## src/rtl/instruction_decoder_pkg.sv

```systemverilog
// rtl/instruction_decoder_pkg.sv - bit positions, widths and types for the Hack-style instruction decoder
package instruction_decoder_pkg;

  localparam int INSTR_W  = 16;
  localparam int CNT_W    = 16;

  localparam int TYPE_BIT = 15;
  localparam int A_BIT    = 12;
  localparam int DEST_A   = 5;
  localparam int DEST_D   = 4;
  localparam int DEST_M   = 3;
  localparam int J1       = 2;
  localparam int J2       = 1;
  localparam int J3       = 0;

  typedef enum logic {
    INSTR_A = 1'b0,
    INSTR_C = 1'b1
  } instr_type_e;

  typedef struct packed {
    logic we_a;
    logic we_d;
    logic we_m;
    logic pc_e;
    logic a;
  } ctrl_t;

  // Only the top bit distinguishes the two instruction classes; bits 14:13 are don't-care.
  function automatic instr_type_e instr_type(input logic [INSTR_W-1:0] instr);
    return instr_type_e'(instr[TYPE_BIT]);
  endfunction

endpackage

```

## src/rtl/instruction_decoder_jump_eval.sv

```systemverilog
// rtl/instruction_decoder_jump_eval.sv - combinational jump condition from the jump field and ALU flags
module jump_eval
  import instruction_decoder_pkg::*;
(
  input  logic [2:0] jmp,
  input  logic       Zy,
  input  logic       Cy,
  output logic       pc_e
);

  logic neg;
  logic pos;

  // Zy wins over Cy: a zero result with the sign flag set still counts as zero.
  always_comb begin
    neg  = Cy & ~Zy;
    pos  = ~Cy & ~Zy;
    pc_e = (jmp[J1] & neg) | (jmp[J2] & Zy) | (jmp[J3] & pos);
  end

endmodule

```

## src/rtl/instruction_decoder.sv

```systemverilog
// rtl/instruction_decoder.sv - registered Hack instruction decoder; DECODER_STATS_EN adds instruction/jump counters
module instruction_decoder
  import instruction_decoder_pkg::*;
(
  input  logic               clk,
  input  logic               rst,
  input  logic [INSTR_W-1:0] instr,
  input  logic               Zy,
  input  logic               Cy,
  output logic               we_a,
  output logic               we_d,
  output logic               we_m,
  output logic               PC_e,
  output logic               a
`ifdef DECODER_STATS_EN
  ,
  output logic [CNT_W-1:0]   cnt_a,
  output logic [CNT_W-1:0]   cnt_c,
  output logic [CNT_W-1:0]   cnt_jmp
`endif
);

  ctrl_t ctrl_d;
  ctrl_t ctrl_q;
  logic  jump_pc_e;
  logic  unused_comp;

  // The comp field and the don't-care type bits never affect this block.
  assign unused_comp = ^instr[14:6];

  jump_eval u_jump_eval (
    .jmp  (instr[J1:J3]),
    .Zy   (Zy),
    .Cy   (Cy),
    .pc_e (jump_pc_e)
  );

  always_comb begin
    ctrl_d = '0;
    if (instr_type(instr) == INSTR_A) begin
      ctrl_d.we_a = 1'b1;
    end else begin
      ctrl_d.a    = instr[A_BIT];
      ctrl_d.we_a = instr[DEST_A];
      ctrl_d.we_d = instr[DEST_D];
      ctrl_d.we_m = instr[DEST_M];
      ctrl_d.pc_e = jump_pc_e;
    end
  end

  always_ff @(posedge clk or posedge rst) begin
    if (rst) begin
      ctrl_q <= '0;
    end else begin
      ctrl_q <= ctrl_d;
    end
  end

  assign we_a = ctrl_q.we_a;
  assign we_d = ctrl_q.we_d;
  assign we_m = ctrl_q.we_m;
  assign PC_e = ctrl_q.pc_e;
  assign a    = ctrl_q.a;

`ifdef DECODER_STATS_EN
  logic [CNT_W-1:0] cnt_a_d;
  logic [CNT_W-1:0] cnt_a_q;
  logic [CNT_W-1:0] cnt_c_d;
  logic [CNT_W-1:0] cnt_c_q;
  logic [CNT_W-1:0] cnt_jmp_d;
  logic [CNT_W-1:0] cnt_jmp_q;

  // Counters wrap naturally at the counter width.
  always_comb begin
    cnt_a_d   = cnt_a_q;
    cnt_c_d   = cnt_c_q;
    cnt_jmp_d = cnt_jmp_q;
    if (instr_type(instr) == INSTR_A) begin
      cnt_a_d = cnt_a_q + CNT_W'(1);
    end else begin
      cnt_c_d = cnt_c_q + CNT_W'(1);
    end
    if (ctrl_d.pc_e) begin
      cnt_jmp_d = cnt_jmp_q + CNT_W'(1);
    end
  end

  always_ff @(posedge clk or posedge rst) begin
    if (rst) begin
      cnt_a_q   <= '0;
      cnt_c_q   <= '0;
      cnt_jmp_q <= '0;
    end else begin
      cnt_a_q   <= cnt_a_d;
      cnt_c_q   <= cnt_c_d;
      cnt_jmp_q <= cnt_jmp_d;
    end
  end

  assign cnt_a   = cnt_a_q;
  assign cnt_c   = cnt_c_q;
  assign cnt_jmp = cnt_jmp_q;
`endif

endmodule

```

## config.mk

```make
export PLATFORM = sky130hd
export DESIGN_NAME = instruction_decoder
export DESIGN_NICKNAME = d
export VERILOG_FILES = /design/src/rtl/instruction_decoder_pkg.sv /design/src/rtl/instruction_decoder_jump_eval.sv /design/src/rtl/instruction_decoder.sv
export SDC_FILE = /design/constraint.sdc
export NUM_CORES = 1
export LEC_CHECK = 0
export CAP_MARGIN = 20
export CORE_AREA = 8 8 45 47
export DETAILED_ROUTE_END_ITERATION = 16
export DIE_AREA = 0 0 53 55
export SLEW_MARGIN = 10
export SYNTH_ARGS = -nofsm -noshare
export SYNTH_HDL_FRONTEND = slang
export SYNTH_SLANG_ARGS = --single-unit
```

## constraint.sdc

```tcl
create_clock -name clk -period 0.8 [get_ports clk]
set_clock_uncertainty 0.15 [all_clocks]
set_input_delay 0.12 -clock clk [delete_from_list [all_inputs] [get_ports clk]]
set_output_delay 0.12 -clock clk [all_outputs]
set_load 0.03 [all_outputs]
```

==> impl_metrics.py, run 1 <==
metrics = {
    "timing": {
        "min_period_ns": 1.01,
        "period_share": 1.26,
        "worst_slew_pin_slew_ns": 0.175,
        "slew_violations": 0,
        "relSlewSlack": 0.883,
        "finalWorstSetupSlack_ns": -0.207,
        "max_freq_ghz": 0.993,
        "rsz0062_at_grt": "yes",
        "hold_violations": 6,
        "setup_viol": 5,
        "holdWs_ns": -0.0725,
    },
    "clock_tree": {
        "ctsRootBufferMaster": "clkbuf_4",
        "clk_pin_slew_ns": 0.04,
        "h-tree-depth": 1,
        "clock_path_buffers": 2,
        "post_cts_buffers": 0,
        "cts_sinks": 5,
        "numCtsBuffers": 3,
        "cts_tree": "built",
    },
    "power_and_ir_drop": {
        "irDropWorstVdd_uv": 330,
        "power_uw": 683,
        "leakagePower_uw": 0.000199,
        "power_density_mw_per_mm2": 1740,
    },
    "drt": {
        "vias": 156,
        "met1_length_um": 198,
        "highest_layer": "met3",
        "wire_per_inst_um": 9.82,
        "drt_wl_total_um": 481,
        "ant_nets": 0,
        "met3_length_um": 138,
        "drcViolationCount": 0,
        "wl_met2_um": 145,
        "drt_iter0_markers": 0,
        "viasPerCell": 3.18,
        "dr.pass1.iters": 1,
    },
    "die": {
        "io-pin-count": 25,
        "die_height_um": 55,
        "die-area_mm2": 0.00292,
        "dieWidth_um": 53,
        "start_util": 0.131,
        "rows": 14,
        "coreArea_mm2": 0.00138,
    },
    "synth": {
        "synth_ff_type": "dfrtp_1",
        "syn_inst": 13,
        "seq_area_frac_synth": 0.690,
        "synth_most_common_cell": "dfrtp_1",
        "synth_edf_count": 0,
        "syn_area_per_cell_um2": 14.0,
        "yosysUniqueCellTypes": 6,
        "ys_ff_latch": 5,
        "syn-cell-area_um2": 181,
        "synth_common_cells": "dfrtp_1, and2_1, nand2b_1",
        "synth_warnings": 0,
        "synth_top_area_share": 0.690,
        "synth_top_cells_by_area": "dfrtp_1, and2_1, nand2b_1",
        "synth_top_area_cell": "dfrtp_1",
        "ys_async_sr_fraction": 1.00,
        "synth_nets": 33,
    },
    "place": {
        "portBuffers": 16,
        "dp_hpwl_um": 430,
        "dp_slack_ns": -0.592,
        "placed_cells": 45,
        "place_congestion": 0.618,
    },
    "setup_path": {
        "slowest_delay_ns": 0.37,
        "cp_cell_sequence": "buf_6",
        "crit_family": "flip-flops",
        "cp_num_buf_inv": 1,
        "crit_required_ns": 0.53,
        "critPathKind": "reg -> out",
        "cp-start-kind": "flip-flop",
        "cp-end-kind": "output pin",
        "path_max_fanout": 1,
        "arrival_ns": 0.74,
        "critPathSlowestCell": "dfrtp_1",
    },
    "grt": {
        "grt_max_degree": 6,
        "grt_antenna_before_repair": 0,
        "grt_usage": 0.0428,
        "overflow": 0,
        "grt_pass1_vias": 190,
        "grt_pass1_wl_um": 759,
    },
    "cells_and_area": {
        "syn_to_final_growth_pct": 117,
        "finalNetCount": 54,
        "drive_gt1_frac": 0.303,
        "antenna_cells": 0,
        "final_cells": 49,
        "final_util": 0.284,
    },
    "status": {
        "status": "complete, but fails checks",
        "violations": "negative hold slack, negative setup slack",
    },
    "worst_hold_path": {
        "min_path_type": "in -> async",
    },
    "run": {
        "cap_violations": 0,
    },
}
## placed cells by master, fill, tap and decap left out, drive strengths merged
cell and count:
buf 6, dfrtp 5, clkdlybuf4s50 5, clkbuf 4, and2 3, nand2b 2
dlygate4sd2 2, clkdlybuf4s15 2, mux2 1, o211a 1, inv 1, dlymetal6s2s 1
## per-layer routing
layer / GRT usage / vias up
met3: 0.0561 / 0
met5: 0 / -
li1: - / 81
met4: 0.0647 / 0
met1: 0.0370 / 59
met2: 0.0352 / 16
## power by group
part / internal, µW / total [µW] / switching [µW] / leakage [µW]
logic: 78.4 / 131 / 53.1 / 0.000123
registers: 268 / 274 / 5.99 / 0.0000617
clock network: 188 / 278 / 90.0 / 0.0000150
total: 534 / 683 / 149 / 0.000199
## kinds of logic after synthesis
group,synth area share
DFF,0.690
and+or+nand+nor,0.172
AOI/OAI and AO/OA,0.0552
muxes,0.0621
buffers and inverters,0.0207
## metrics by stage
stage / TNS [ns] / cell area (µm²)
2_1_floorplan: -0.0698 / 185
3_3_place_gp: -1.39 / 353
3_5_place_dp: -1.43 / 353
4_1_cts: -1.10 / 390
5_1_grt: -1.18 / 393
6_report: -1.02 / 393
## how the worst max path moves through the flow
| stage | start | end | slack [ns] | depth (start not counted) |
|---|---|---|---|---|
| after floorplan | Cy | PC_e$_DFF_PP0_ | -0.07 | 2 |
| after global placement | Cy | PC_e$_DFF_PP0_ | -0.57 | 3 |
| after detailed placement | Cy | PC_e$_DFF_PP0_ | -0.59 | 3 |
| after CTS | we_a$_DFF_PP0_ | we_a | -0.23 | 1 |
| after global routing | we_a$_DFF_PP0_ | we_a | -0.25 | 1 |
| final | we_a$_DFF_PP0_ | we_a | -0.21 | 1 |
## sequential cells by signal, summed over array words and instances (netlist names)
signal  count
PC_e        1
a           1
we_a        1
we_d        1
we_m        1
## layout make-up
type                    count  area, µm²
clock buffers               4       26.3
fillers                   154        991
inverters                   1       3.75
multi-input cells           7       56.3
flip-flops and latches      5        125
well taps                  16       20.0
repair buffers             16        161
## timing repair
action / 4_1_cts / 5_1_grt
gates resized for setup: 15 / 1
hold endpoints to repair: 5 / 5
endpoints found under the setup margin: 6 / 6
pin swaps: 1 / 0
(Power assumes the default switching activity.)
==> run 2, diff against run 1 <==
CORE_AREA = 2 2 39 41   (was 8 8 45 47)
DIE_AREA = 0 0 41 43   (was 0 0 53 55)
==> run 2 against run 1 <==
- the flow still finishes with violations (negative hold slack, negative setup slack)
- combinational power barely moved
- non-clock buffer count unchanged
- via count rose by 2.6%
- total power is 0.51% higher
- utilization increased by 0.27 points
- worst setup slack lost 0.0058 ns
- routed wire length shrank 20%
- final area is 0.96% higher
- maximum frequency down 0.57%
- clock-buffer cell count is the same
- sequential cell count stayed put
- sequential share of layout area shrank 0.30 points
- largest cell class unchanged
==> impl_metrics.py, run 2 (same netlist as run 1, synthesis figures left out) <==
metrics = {
    "status": {
        "violations": "negative hold slack, negative setup slack",
        "status": "complete, but fails checks",
    },
    "timing": {
        "rsz0062_at_grt": "yes",
        "max_freq_ghz": 0.987,
        "finalWorstSetupSlack_ns": -0.213,
        "hold_violations": 5,
        "period_share": 1.27,
        "fin_setup_tns_ns": -1.04,
        "slew_violations": 0,
        "relSlewSlack": 0.887,
        "holdWs_ns": -0.0749,
        "min_period_ns": 1.01,
        "setup_viol": 5,
        "worst_slew_pin_slew_ns": 0.169,
    },
    "place": {
        "portBuffers": 16,
        "dpl-instance-area_um2": 353,
        "place_congestion": 0.647,
    },
    "setup_path": {
        "cp_num_cells": 1,
        "critPathSlowestCell": "dfrtp_1",
        "crit_family": "flip-flops",
        "cp-start-kind": "flip-flop",
        "crit_required_ns": 0.53,
        "slowest_delay_ns": 0.37,
        "path_max_fanout": 1,
        "cp-end-kind": "output pin",
        "cp_cell_sequence": "buf_6",
        "cp_num_buf_inv": 1,
        "arrival_ns": 0.74,
        "critPathKind": "reg -> out",
    },
    "die": {
        "die-area_mm2": 0.00176,
        "coreArea_mm2": 0.00138,
        "die_height_um": 43,
        "dieWidth_um": 41,
        "start_util": 0.131,
        "io-pin-count": 25,
        "rows": 14,
    },
    "power_and_ir_drop": {
        "leakagePower_uw": 0.000207,
        "irDropWorstVdd_uv": 412,
        "power_uw": 687,
        "power_density_mw_per_mm2": 1730,
    },
    "grt": {
        "grt_pass1_wl_um": 614,
        "overflow": 0,
        "grt_usage": 0.0625,
        "grt_max_degree": 6,
        "grt_antenna_before_repair": 0,
        "grt_pass1_vias": 154,
    },
    "clock_tree": {
        "h-tree-depth": 1,
        "cts_tree": "built",
        "cts_sinks": 5,
        "numCtsBuffers": 3,
        "post_cts_buffers": 0,
        "clock_path_buffers": 2,
        "clk_pin_slew_ns": 0.04,
        "ctsRootBufferMaster": "clkbuf_4",
    },
    "cells_and_area": {
        "finalNetCount": 54,
        "antenna_cells": 0,
        "fillerInstances": 158,
        "final_area_um2": 397,
        "final_util": 0.287,
        "drive_gt1_frac": 0.303,
        "syn_to_final_growth_pct": 119,
        "final_cell_mix": "dfrtp_1, clkdlybuf4s50_1, buf_6",
    },
    "drt": {
        "drcViolationCount": 0,
        "wire_per_inst_um": 7.86,
        "drt_iter0_markers": 0,
        "drt_wl_total_um": 385,
        "ant_nets": 0,
        "vias": 160,
        "dr.pass1.iters": 1,
        "viasPerCell": 3.27,
    },
    "worst_hold_path": {
        "min_path_type": "in -> async",
    },
    "run": {
        "cap_violations": 0,
    },
}
## run 2: cell count changes in the layout (fill, tap and decap cells not counted), sizes merged
cell,delta
dlymetal6s2s,+1
dlygate4sd2,-1
## run 2: through the flow
step / cells / worst slack [ns]
global placement: 45 / -0.570
finish: 49 / -0.213
detailed placement: 45 / -0.591
CTS: 49 / -0.220
floorplan: 13 / -0.0698
global route: 49 / -0.240
## run 2: power by group
part	total [µW]	switching, µW	internal (µW)
registers	274	6.11	268
logic	132	52.4	79.1
clock network	281	93.0	188
total	687	152	535
## run 2: cell type report
cell class                      instances  area, µm²  area share
Inverter                                1       3.75     0.00946
Multi-Input combinational cell          7       56.3       0.142
Tap cell                               16       20.0      0.0505
Clock buffer                            4       26.3      0.0662
Sequential cell                         5        125       0.315
Timing Repair Buffer                   16        165       0.416
## run 2: final timing paths
kind / endpoint / from / slack, ns
min in group clk: we_a$_DFF_PP0_ / instr[15] / 0
setup / recovery: we_d / we_d$_DFF_PP0_ / -0.21
max in group asynchronous: we_a$_DFF_PP0_ / rst / 0.42
hold / removal: we_d$_DFF_PP0_ / rst / -0.07
## run 2: per-layer routing
layer  global-route usage  vias up  routed length (µm)  share of wire
li1                     -       80                   -              -
met1               0.0717       59                 165           0.43
met2               0.0531       19                 119           0.31
met3               0.0733        2                  82           0.21
met4               0.0600        0                  18          0.047
met5                    0        -                   0              0
## run 2: repair_timing
item | 4_1_cts | 5_1_grt
setup endpoints to repair | 6 | 6
endpoints found under the hold margin | 5 | 5
gates resized for setup | 14 | 2
pin swaps | 1 | 0
